**src/rtl/padd_pipe.sv**
```systemverilog
// Pipelined adder: one CHUNK-bit slice per stage, registered carries between stages,
// global valid/ready stall. Optional macro PADD_APPROX_EN adds an approx input.
module padd_pipe #(
    parameter int unsigned WIDTH = 32,
    parameter int unsigned CHUNK = 5
) (
    input  logic             clk,
    input  logic             rst_n,
    input  logic             in_valid,
    output logic             in_ready,
    input  logic [WIDTH-1:0] a,
    input  logic [WIDTH-1:0] b,
    input  logic             cin,
    output logic             out_valid,
    input  logic             out_ready,
    output logic [WIDTH-1:0] sum,
    output logic             cout,
    output logic             ovf
`ifdef PADD_APPROX_EN
    ,
    input  logic             approx
`endif
);
    localparam int unsigned NSTG = (WIDTH + CHUNK - 1) / CHUNK;
    localparam logic [WIDTH:0] One = {{WIDTH{1'b0}}, 1'b1};

    logic [NSTG-1:0]  v_q, v_d;
    logic [NSTG-1:0]  c_q, c_d;
    logic [NSTG-1:0]  x_q, x_d;
    logic [WIDTH-1:0] a_q [NSTG];
    logic [WIDTH-1:0] a_d [NSTG];
    logic [WIDTH-1:0] b_q [NSTG];
    logic [WIDTH-1:0] b_d [NSTG];
    logic [WIDTH-1:0] s_q [NSTG];
    logic [WIDTH-1:0] s_d [NSTG];
    logic             ovf_q, ovf_d;
    logic             en;
    logic             approx_in;

`ifdef PADD_APPROX_EN
    assign approx_in = approx;
`else
    assign approx_in = 1'b0;
`endif

    assign en       = !v_q[NSTG-1] || out_ready;
    assign in_ready = en;

    always_comb begin
        logic [WIDTH-1:0] src_a, src_b, src_s;
        logic             src_c;
        logic [WIDTH:0]   mask, part, placed;
        int unsigned      lo, cw;
        v_d   = '0;
        c_d   = '0;
        x_d   = '0;
        ovf_d = 1'b0;
        for (int k = 0; k < int'(NSTG); k++) begin
            lo = CHUNK * unsigned'(k);
            cw = (unsigned'(k) == NSTG - 1) ? WIDTH - lo : CHUNK;
            if (k == 0) begin
                src_a  = a;
                src_b  = b;
                src_s  = '0;
                src_c  = cin;
                v_d[k] = in_valid;
                x_d[k] = approx_in;
            end else begin
                src_a  = a_q[k-1];
                src_b  = b_q[k-1];
                src_s  = s_q[k-1];
                // approx beats sever every inter-chunk carry
                src_c  = c_q[k-1] & ~x_q[k-1];
                v_d[k] = v_q[k-1];
                x_d[k] = x_q[k-1];
            end
            mask   = (One << cw) - One;
            part   = (({1'b0, src_a} >> lo) & mask) + (({1'b0, src_b} >> lo) & mask)
                   + {{WIDTH{1'b0}}, src_c};
            placed = (part & mask) << lo;
            a_d[k] = src_a;
            b_d[k] = src_b;
            s_d[k] = src_s | placed[WIDTH-1:0];
            c_d[k] = |((part >> cw) & One);
        end
        ovf_d = (a_d[NSTG-1][WIDTH-1] == b_d[NSTG-1][WIDTH-1]) &&
                (s_d[NSTG-1][WIDTH-1] != a_d[NSTG-1][WIDTH-1]);
    end

    always_ff @(posedge clk or negedge rst_n) begin
        if (!rst_n) begin
            v_q   <= '0;
            c_q   <= '0;
            x_q   <= '0;
            ovf_q <= 1'b0;
            for (int k = 0; k < int'(NSTG); k++) begin
                a_q[k] <= '0;
                b_q[k] <= '0;
                s_q[k] <= '0;
            end
        end else if (en) begin
            v_q   <= v_d;
            c_q   <= c_d;
            x_q   <= x_d;
            ovf_q <= ovf_d;
            a_q   <= a_d;
            b_q   <= b_d;
            s_q   <= s_d;
        end
    end

    assign out_valid = v_q[NSTG-1];
    assign sum       = s_q[NSTG-1];
    assign cout      = c_q[NSTG-1];
    assign ovf       = ovf_q;

endmodule

```
**config.mk**
```make
export PLATFORM = sky130hd
export DESIGN_NAME = padd_pipe
export DESIGN_NICKNAME = d
export VERILOG_FILES = /design/src/rtl/padd_pipe.sv
export SDC_FILE = /design/constraint.sdc
export NUM_CORES = 1
export LEC_CHECK = 0
export CAP_MARGIN = 20
export CORE_MARGIN = 2
export CORE_UTILIZATION = 48
export CTS_BUF_LIST = sky130_fd_sc_hd__clkbuf_8
export CTS_CLUSTER_DIAMETER = 100
export DETAILED_ROUTE_END_ITERATION = 16
export HOLD_SLACK_MARGIN = 0.05
export PLACE_DENSITY = 0.68
export SETUP_SLACK_MARGIN = 0.15
export SLEW_MARGIN = 20
export SYNTH_ARGS = -nofsm -noshare
export SYNTH_HDL_FRONTEND = slang
export SYNTH_SLANG_ARGS = --single-unit
export TNS_END_PERCENT = 1
```
**constraint.sdc**
```tcl
create_clock -name clk -period 6 [get_ports clk]
set_clock_uncertainty 0.1 [all_clocks]
set_input_delay 1.2 -clock clk [delete_from_list [all_inputs] [get_ports clk]]
set_output_delay 1.2 -clock clk [all_outputs]
set_load 0.01 [all_outputs]
```
==> run_results.csv, run 1 <==
group,metric,value,unit
status,status,"finished, final reports clean",
sta,grt_setup_unrepaired,"false",
grt,grt_pass1_wl,42400,um
grt,grt_use_met2,27.0,%
setup_path,critical_path_class,"in2out",
sta,drv_slew,0,
grt,top_usage_layer,"met2",
clock_tree,cts_setup_buffers,0,
setup_path,rrSetupSlack,3.20,ns
layout,drive_above_1_share,5.15,%
logic_synthesis,async_reset_ff_share,100,%
routing,drtAntennaViolNets,0,
sta,tightest_slew,0.984,ns
clock_tree,numClockSinks,326,
grt,antenna_found_initial,1,
layout,syn2layout_area_growth,15.6,%
logic_synthesis,syn_nets,1570,
routing,drt_iter0_drc,763,
sta,fmaxAchievable,232,MHz
logic_synthesis,synth_seq_cells,326,
sta,setup_viol,0,
setup_path,crit_family,"buffers and inverters",
sta,post-route-period-util,71.7,%
grt,met1_usage,25.5,%
grt,grt.total_usage,17.7,%
setup_path,crit_arrival,3.00,ns
logic_synthesis,yosysWarnings,0,
clock_tree,cts_tree,"built",
placed_design,dp_hpwl,15000,um
clock_tree,hold_buffers,0,
sta,slew_headroom,34.4,%
floorplan,die_h,171,um
sta,fin_tns_setup,0,ns
logic_synthesis,yosys.cell_types.count,24,
routing,detail_route.first_pass.iterations,4,
logic_synthesis,synth_area_per_cell,9.18,um2
setup_path,slowest_stage,"clkdlybuf4s50_1",
grt,grt_overflow,0,
clock_tree,cts_resized,0,
logic_synthesis,syn_area,0.0134,mm2
setup_path,cpMostUsedCell,"clkdlybuf4s50_1",
floorplan,rows,61,
clock_tree,cts_buffer_depth,3,
routing,vias,9215,
setup_path,cp_cell_sequence,"clkdlybuf4s50_1 > nor2b_4 > inv_8 > clkdlybuf4s50_1",
floorplan,die_area,0.0293,mm2
grt,grt_pass1_vias,8873,
logic_synthesis,synth_edf_count,0,
sta,timing.final.crit_period,4.30,ns
grt,use_met3,3.54,%
clock_tree,clkSlewWorstSetupHoldPaths,0.06,ns
run,cap_violations,0,
setup_path,slowest_delay,0.66,ns
floorplan,floorplan.die.width,171,um
setup_path,startpoint_type,"input port",
logic_synthesis,syn_inst,1462,
grt,grt_max_degree,230,
sta,final-hold-violation-count,0,
logic_synthesis,ys.flop_type,"dfrtp_1",
setup_path,critPathMaxFanout,138,
logic_synthesis,synthTopCellsByCount,"nand2_1 (870), dfrtp_1 (326), o21ai_0 (34)",
placed_design,place.gp.congestion,0.759,
logic_synthesis,synth_top_area_share,60.8,%
floorplan,start_util,48.6,%
layout,n_fill_cell,2547,
power,power,8.02,mW
clock_tree,numCtsBuffers,52,
hold_path,hold_class,"reg2reg",
power,power_density,517,mW/mm2
layout,nets,1663,
setup_path,required,4.70,ns
power,ir_drop,0.000200,V
floorplan,io_pins,105,
logic_synthesis,synth_seq_area_share,60.8,%
logic_synthesis,yosysMostFrequentCell,"nand2_1",
setup_path,crit_path_end_kind,"primary output",
setup_path,crit_buf_inv,3,
routing,via_per_inst,4.68,
routing,drcViolationCount,0,
clock_tree,clkLatencyLatePin,0.56,ns
power,p_leak,8.18,nW
logic_synthesis,synth_area_leaders,"dfrtp_1 (61%), nand2_1 (24%), ha_1 (2.3%)",
layout,antenna_cells,0,
clock_tree,cts-root-buf,"clkbuf_8",
routing,post_drt_wl_per_cell,12.6,um
logic_synthesis,yosysTopAreaCell,"dfrtp_1",
routing,wirelength,24800,um
placed_design,io_buffer_count,104,
clock_tree,ctsHtreeMaxLevel,2,
floorplan,core_region_area,0.0276,mm2
==> sequential cells by signal, summed over array words and instances, names as in the netlist <==
signal and cells:
c_q 7, sum 32, a_d 87, b_d 87
ovf 1, s_q 105, v_q 7
==> placed cells by master (no fill, tap or decap), types with 8 or more instances in the layout <==
master             n
a21oi_1           20
a211oi_1           8
nor2_1            23
inv_1             42
fa_1              14
o21ai_0           34
nand2_1          870
ha_1              25
dfrtp_1          326
nand2b_1           9
clkdlybuf4s50_1  103
o31ai_1            8
clkbuf_8          68
==> area by class of cell <==
cell class                      count  area, um2  area share [%]
Sequential cell                   326       8160            52.6
Timing Repair Buffer              111       1120            7.24
Clock inverter                     22        113           0.725
Inverter                           25        101           0.653
Multi-Input combinational cell   1039       4620            29.8
Tap cell                          378        473            3.05
Clock buffer                       68        936            6.03
==> stage by stage <==
step	cell area (um2)	worst slack [ns]	hold WS, ns	util (%)	std cells
2_1_floorplan	13400	3.04	0.330	-	1462
3_3_place_gp	14500	1.69	0.342	52.4	1879
3_5_place_dp	14500	1.69	0.347	52.4	1879
4_1_cts	15500	1.69	0.361	56.2	1969
5_1_grt	15500	1.60	0.382	56.2	1969
6_report	15500	1.70	0.359	56.2	1969
==> kinds of logic (layout without fill, tap and decap cells) <==
| group | count (synthesis) | in the layout | share of synthesized area, % |
|---|---|---|---|
| AND/OR/NAND/NOR | 905 | 905 | 25.6 |
| flip-flops | 326 | 326 | 60.8 |
| buffers and inverters | 97 | 226 | 4.83 |
| AO/OA/AOI/OAI | 83 | 83 | 3.63 |
| adder cells (fa/ha/maj) | 39 | 39 | 4.42 |
| XOR/XNOR | 12 | 12 | 0.783 |
==> layer usage <==
| metal | share of wire (%) | up-vias |
|---|---|---|
| met3 | 4.0 | 45 |
| met2 | 45 | 133 |
| met5 | 0 | - |
| met1 | 49 | 4351 |
| li1 | - | 4686 |
| met4 | 2.2 | 0 |
==> power breakdown <==
| part | internal [mW] | switching (mW) |
|---|---|---|
| clock | 1.05 | 0.817 |
| combinational | 1.03 | 1.41 |
| sequential | 3.18 | 0.530 |
| total | 5.26 | 2.76 |
==> worst reg2reg max path, stage by stage (launching register included) <==
cell     delay [ns]
dfrtp_1        0.34
nor2b_4        0.24
buf_12         0.69
buf_4          1.04
o21ai_0        0.25
==> final timing paths <==
check | to | start | cells past startpoint
max reg2reg | s_q[167] | v_q[6] | 4
max | in_ready | out_ready | 4
max in group asynchronous | s_q[32] | rst_n | 2
min reg2reg | v_q[5] | v_q[5] | 2
min in group asynchronous | sum[11] | rst_n | 1
min | v_q[5] | v_q[5] | 2
(Power assumes the default switching activity.)
==> run 2: changes to the inputs <==
- clock period: 6 -> 4.21 ns (I/O delays scaled with it)
==> run 2 against run 1 <==
Net effect: first-iteration DRC count down 14%; setup slack got worse by 0.57 ns; hold slack lost 0.10 ns; sequential power is 42% higher; global-route usage fell by 0.076 points; critical path depth did not move; critical endpoint unchanged; die area stayed put; clock power is 48% higher.
==> run_results.csv, run 2 (same netlist as run 1, synthesis figures left out) <==
group,metric,value,unit
status,status,"finished, final reports clean",
routing,via_per_inst,4.67,
floorplan,floorplan.die.width,171,um
layout,syn2layout_area_growth,16.6,%
placed_design,dp_hpwl,14800,um
power,p_clk_share,23.9,%
setup_path,crit_path_end_kind,"primary output",
sta,timing.final.crit_period,3.08,ns
routing,drt_iter0_drc,658,
clock_tree,cts_tree,"built",
clock_tree,ctsHtreeMaxLevel,2,
sta,drv_slew,0,
setup_path,crit_start,"out_ready",
power,ir_drop,0.000323,V
grt,grt_pass1_wl,42300,um
grt,antenna_found_initial,0,
clock_tree,clkSlewWorstSetupHoldPaths,0.07,ns
setup_path,crit_end,"in_ready",
power,power_density,736,mW/mm2
clock_tree,numCtsBuffers,51,
layout,final_common_cell,"nand2_1",
sta,setup_viol,0,
sta,fin_tns_setup,0,ns
floorplan,core_region_area,0.0276,mm2
power,switching_share,34.1,%
setup_path,crit_arrival,2.14,ns
sta,slew_headroom,38.1,%
setup_path,rrSetupSlack,2.01,ns
grt,grt_pass1_vias,8844,
sta,post-route-period-util,73.2,%
routing,wirelength,24300,um
sta,tightest_slew,0.929,ns
clock_tree,hold_buffers,0,
setup_path,rr_startpoint,"c_q[1]",
layout,multi_input_area,0.00462,mm2
layout,regArea,0.00816,mm2
routing,detail_route.first_pass.iterations,7,
setup_path,r2r_end,"s_q[142]",
clock_tree,cts_resized,0,
setup_path,critPathMaxFanout,13,
layout,drive_above_1_share,5.76,%
routing,drcViolationCount,0,
floorplan,die_h,171,um
power,p_switching,3.93,mW
layout,n_fill_cell,2508,
placed_design,place.gp.congestion,0.779,
clock_tree,numClockSinks,326,
sta,grt_setup_unrepaired,"false",
layout,largest_reg_flops,105,
floorplan,start_util,48.6,%
floorplan,io_pins,105,
clock_tree,clkLatencyLatePin,0.57,ns
floorplan,rows,61,
power,p_leak,8.23,nW
routing,drtAntennaViolNets,0,
hold_path,hold_class,"in2async",
layout,nets,1664,
power,p_comb_share,30.3,%
layout,antenna_cells,0,
setup_path,startpoint_type,"input port",
routing,vias,9212,
setup_path,required,3.27,ns
floorplan,die_area,0.0293,mm2
routing,post_drt_wl_per_cell,12.3,um
sta,final-hold-violation-count,0,
grt,grt_max_degree,273,
setup_path,r2r_cells,6,
clock_tree,cts-root-buf,"clkbuf_8",
clock_tree,cts_buffer_depth,3,
layout,final_cell_mix,"nand2_1 (870), dfrtp_1 (326), clkdlybuf4s50_1 (103)",
run,cap_violations,0,
setup_path,critical_path_class,"in2out",
grt,grt_overflow,0,
sta,fmaxAchievable,325,MHz
layout,top_register,"s_q",
power,internal-power,7.60,mW
placed_design,io_buffer_count,104,
clock_tree,cts_setup_buffers,0,
power,power,11.5,mW
power,power_frac_seq,45.8,%
grt,grt.total_usage,17.6,%
[run 2: metrics by stage]
stage / setup slack (ns) / instances / hold WS (ns) / utilization [%] / cell area (um2)
floorplan: 1.93 / 1462 / 0.330 / - / 13400
global placement: 1.11 / 1880 / 0.341 / 52.6 / 14500
detailed placement: 1.13 / 1880 / 0.352 / 52.6 / 14500
CTS: 1.12 / 1973 / 0.273 / 56.6 / 15600
global route: 1.09 / 1974 / 0.303 / 56.7 / 15700
finish: 1.13 / 1974 / 0.259 / 56.7 / 15700
[run 2: power by group through the flow]
stage	Clock (mW)	Sequential (mW)	Combinational [mW]
2_1_floorplan	0	5.21	2.64
4_1_cts	2.84	5.29	3.55
3_5_place_dp	0	5.34	3.54
6_report	2.76	5.28	3.49
5_1_grt	3.00	5.46	4.11
3_3_place_gp	0	5.30	3.42
[run 2: worst min path at each step]
stage / from / end / cells past startpoint
after floorplan: v_q[5] / v_q[5] / 2
after global placement: v_q[5] / v_q[5] / 2
after detailed placement: v_q[5] / v_q[6] / 1
after CTS: rst_n / s_q[39] / 1
after global routing: rst_n / s_q[39] / 1
final: rst_n / s_q[71] / 1
[run 2: critical path, cell delays in order]
cell,delay [ns]
clkdlybuf4s50_1,0.44
nor2b_4,0.23
inv_8,0.08
clkdlybuf4s50_1,0.53
[run 2: cell type report]
| cell class | count | area share [%] |
|---|---|---|
| clock buffer | 72 | 6.33 |
| clock inverter | 21 | 0.727 |
| inverter | 25 | 0.647 |
| multi-input combinational | 1039 | 29.5 |
| sequential | 326 | 52.1 |
| tap | 378 | 3.02 |
| timing repair buffer | 113 | 7.64 |
[run 2: metal layers]
| layer | global-route usage [%] | up-vias | routed length [um] |
|---|---|---|---|
| li1 | - | 4695 | - |
| met3 | 3.29 | 34 | 961 |
| met4 | 4.94 | 0 | 391 |
| met1 | 25.9 | 4340 | 11800 |
| met2 | 26.9 | 143 | 11100 |
| met5 | 0 | - | 0 |
==> run 3: changes to the inputs <==
- clock period: 4.21 -> 3.04 ns (I/O delays scaled with it)
==> run 3 against run 2 <==
Net effect: via count is essentially flat; combinational power grew 40%; design area increased by 0.56%; largest power group unchanged; largest cell class unchanged; flip-flop and latch count stayed put; sequential share of layout area decreased by 0.29 points; core utilization up 0.32 points.
==> run_results.csv, run 3 (same netlist as run 1, synthesis figures left out) <==
group,metric,value,unit
run,cap_violations,0,
sta,fin_hold_ws,0.349,ns
layout,largest_reg_flops,105,
clock_tree,clkLatencyLatePin,0.58,ns
layout,final_cell_mix,"nand2_1 (870), dfrtp_1 (326), clkdlybuf4s50_1 (103)",
clock_tree,cts_tree,"built",
grt,antenna_found_initial,0,
grt,grt_max_degree,184,
routing,drcViolationCount,0,
placed_design,place.gp.congestion,0.757,
layout,drive_above_1_share,5.78,%
floorplan,io_pins,105,
setup_path,startpoint_type,"input port",
sta,slew_headroom,48.9,%
placed_design,io_buffer_count,104,
floorplan,die_h,171,um
layout,nets,1672,
sta,fin_tns_setup,0,ns
sta,post-route-period-util,85.4,%
clock_tree,clkSlewWorstSetupHoldPaths,0.06,ns
status,status,"finished, final reports clean",
grt,grt_pass1_vias,8683,
grt,grt.total_usage,17.5,%
setup_path,crit_path_end_kind,"primary output",
sta,fmaxAchievable,385,MHz
setup_path,critPathMaxFanout,24,
sta,drv_slew,0,
floorplan,die_area,0.0293,mm2
grt,use_met3,3.57,%
clock_tree,numClockSinks,326,
hold_path,hold_class,"reg2reg",
sta,timing.final.crit_period,2.60,ns
routing,drtAntennaViolNets,0,
layout,top_register,"s_q",
layout,syn2layout_area_growth,17.2,%
setup_path,required,2.33,ns
routing,via_per_inst,4.63,
placed_design,dp_hpwl,14900,um
placed_design,place_ws,0.316,ns
grt,grt_use_met2,26.1,%
routing,vias,9213,
clock_tree,cts-root-buf,"clkbuf_8",
setup_path,critical_path_class,"in2out",
grt,grt_overflow,0,
routing,wirelength,24500,um
clock_tree,ctsHtreeMaxLevel,2,
sta,tightest_slew,0.767,ns
clock_tree,numCtsBuffers,54,
floorplan,floorplan.die.width,171,um
floorplan,rows,61,
sta,setup_viol,0,
floorplan,core_region_area,0.0276,mm2
floorplan,start_util,48.6,%
layout,final_core_util,57.0,%
routing,post_drt_wl_per_cell,12.3,um
power,ir_drop,0.000456,V
setup_path,crit_arrival,1.89,ns
power,power_density,1020,mW/mm2
sta,grt_setup_unrepaired,"false",
layout,n_fill_cell,2581,
routing,drt_iter0_drc,662,
grt,top_usage_layer,"met2",
sta,setup_slack,0.444,ns
grt,grt_pass1_wl,41900,um
routing,detail_route.first_pass.iterations,5,
power,p_leak,8.31,nW
clock_tree,cts_buffer_depth,3,
sta,final-hold-violation-count,0,
grt,met1_usage,25.7,%
layout,final_common_cell,"nand2_1",
run 3: cell types whose count changed in the layout (fill, tap and decap cells not counted):
cell / before / now
inv_1: 37 / 48
clkinv_2: 7 / 2
buf_12: 5 / 8
clkbuf_8: 72 / 75
buf_4: 3 / 5
buf_16: 1 / 0
bufinv_16: 1 / 0
diode_2: 0 / 1
dlygate4sd3_1: 0 / 1
run 3: area by class of cell:
cell class / count / area (um2) / area share [%]
Sequential cell: 326 / 8160 / 51.8
Multi-Input combinational cell: 1039 / 4620 / 29.3
Timing Repair Buffer: 118 / 1250 / 7.97
Clock buffer: 75 / 1030 / 6.56
Tap cell: 378 / 473 / 3.00
Inverter: 25 / 101 / 0.644
Clock inverter: 26 / 100 / 0.636
Antenna cell: 1 / 2.50 / 0.0159
run 3: through the flow:
stage	power [mW]	instances	cell area [um2]
after global placement	12.1	1885	14600
after global routing	17.4	1987	15700
after floorplan	10.9	1462	13400
after CTS	16.3	1987	15700
final	16.0	1988	15700
after detailed placement	12.3	1885	14600
run 3: routing by layer:
| metal | part of all wire (%) | vias up |
|---|---|---|
| met3 | 4.7 | 47 |
| met4 | 2.1 | 0 |
| met5 | 0 | - |
| met1 | 49 | 4298 |
| met2 | 45 | 156 |
| li1 | - | 4712 |
run 3: report_power, final:
group / switching [mW] / internal, mW
Combinational: 2.80 / 2.10
Clock: 1.68 / 2.18
Sequential: 1.01 / 6.28
run 3: worst paths after layout:
| path | endpoint | slack [ns] | cells after the start | start |
|---|---|---|---|---|
| worst max-delay path | in_ready | 0.44 | 4 | out_ready |
| worst min-delay path | s_q[49] | 0.35 | 2 | s_q[81] |
| worst max register to register | s_q[142] | 0.90 | 6 | c_q[1] |
| worst min register to register | s_q[49] | 0.35 | 2 | s_q[81] |
| max in group asynchronous | a_d[95] | 1.56 | 3 | rst_n |
| min in group asynchronous | sum[11] | 0.51 | 2 | rst_n |
run 3: critical path: stages:
cell             delay (ns)
clkdlybuf4s50_1        0.50
nor2b_4                0.07
inv_8                  0.14
clkdlybuf4s50_1        0.56
run 3: timing repair:
action,CTS,global route
buffers inserted,0,0
resized for setup,0,0
hold buffers,1,0
endpoints found under the hold margin,70,0
setup endpoints to repair,0,0
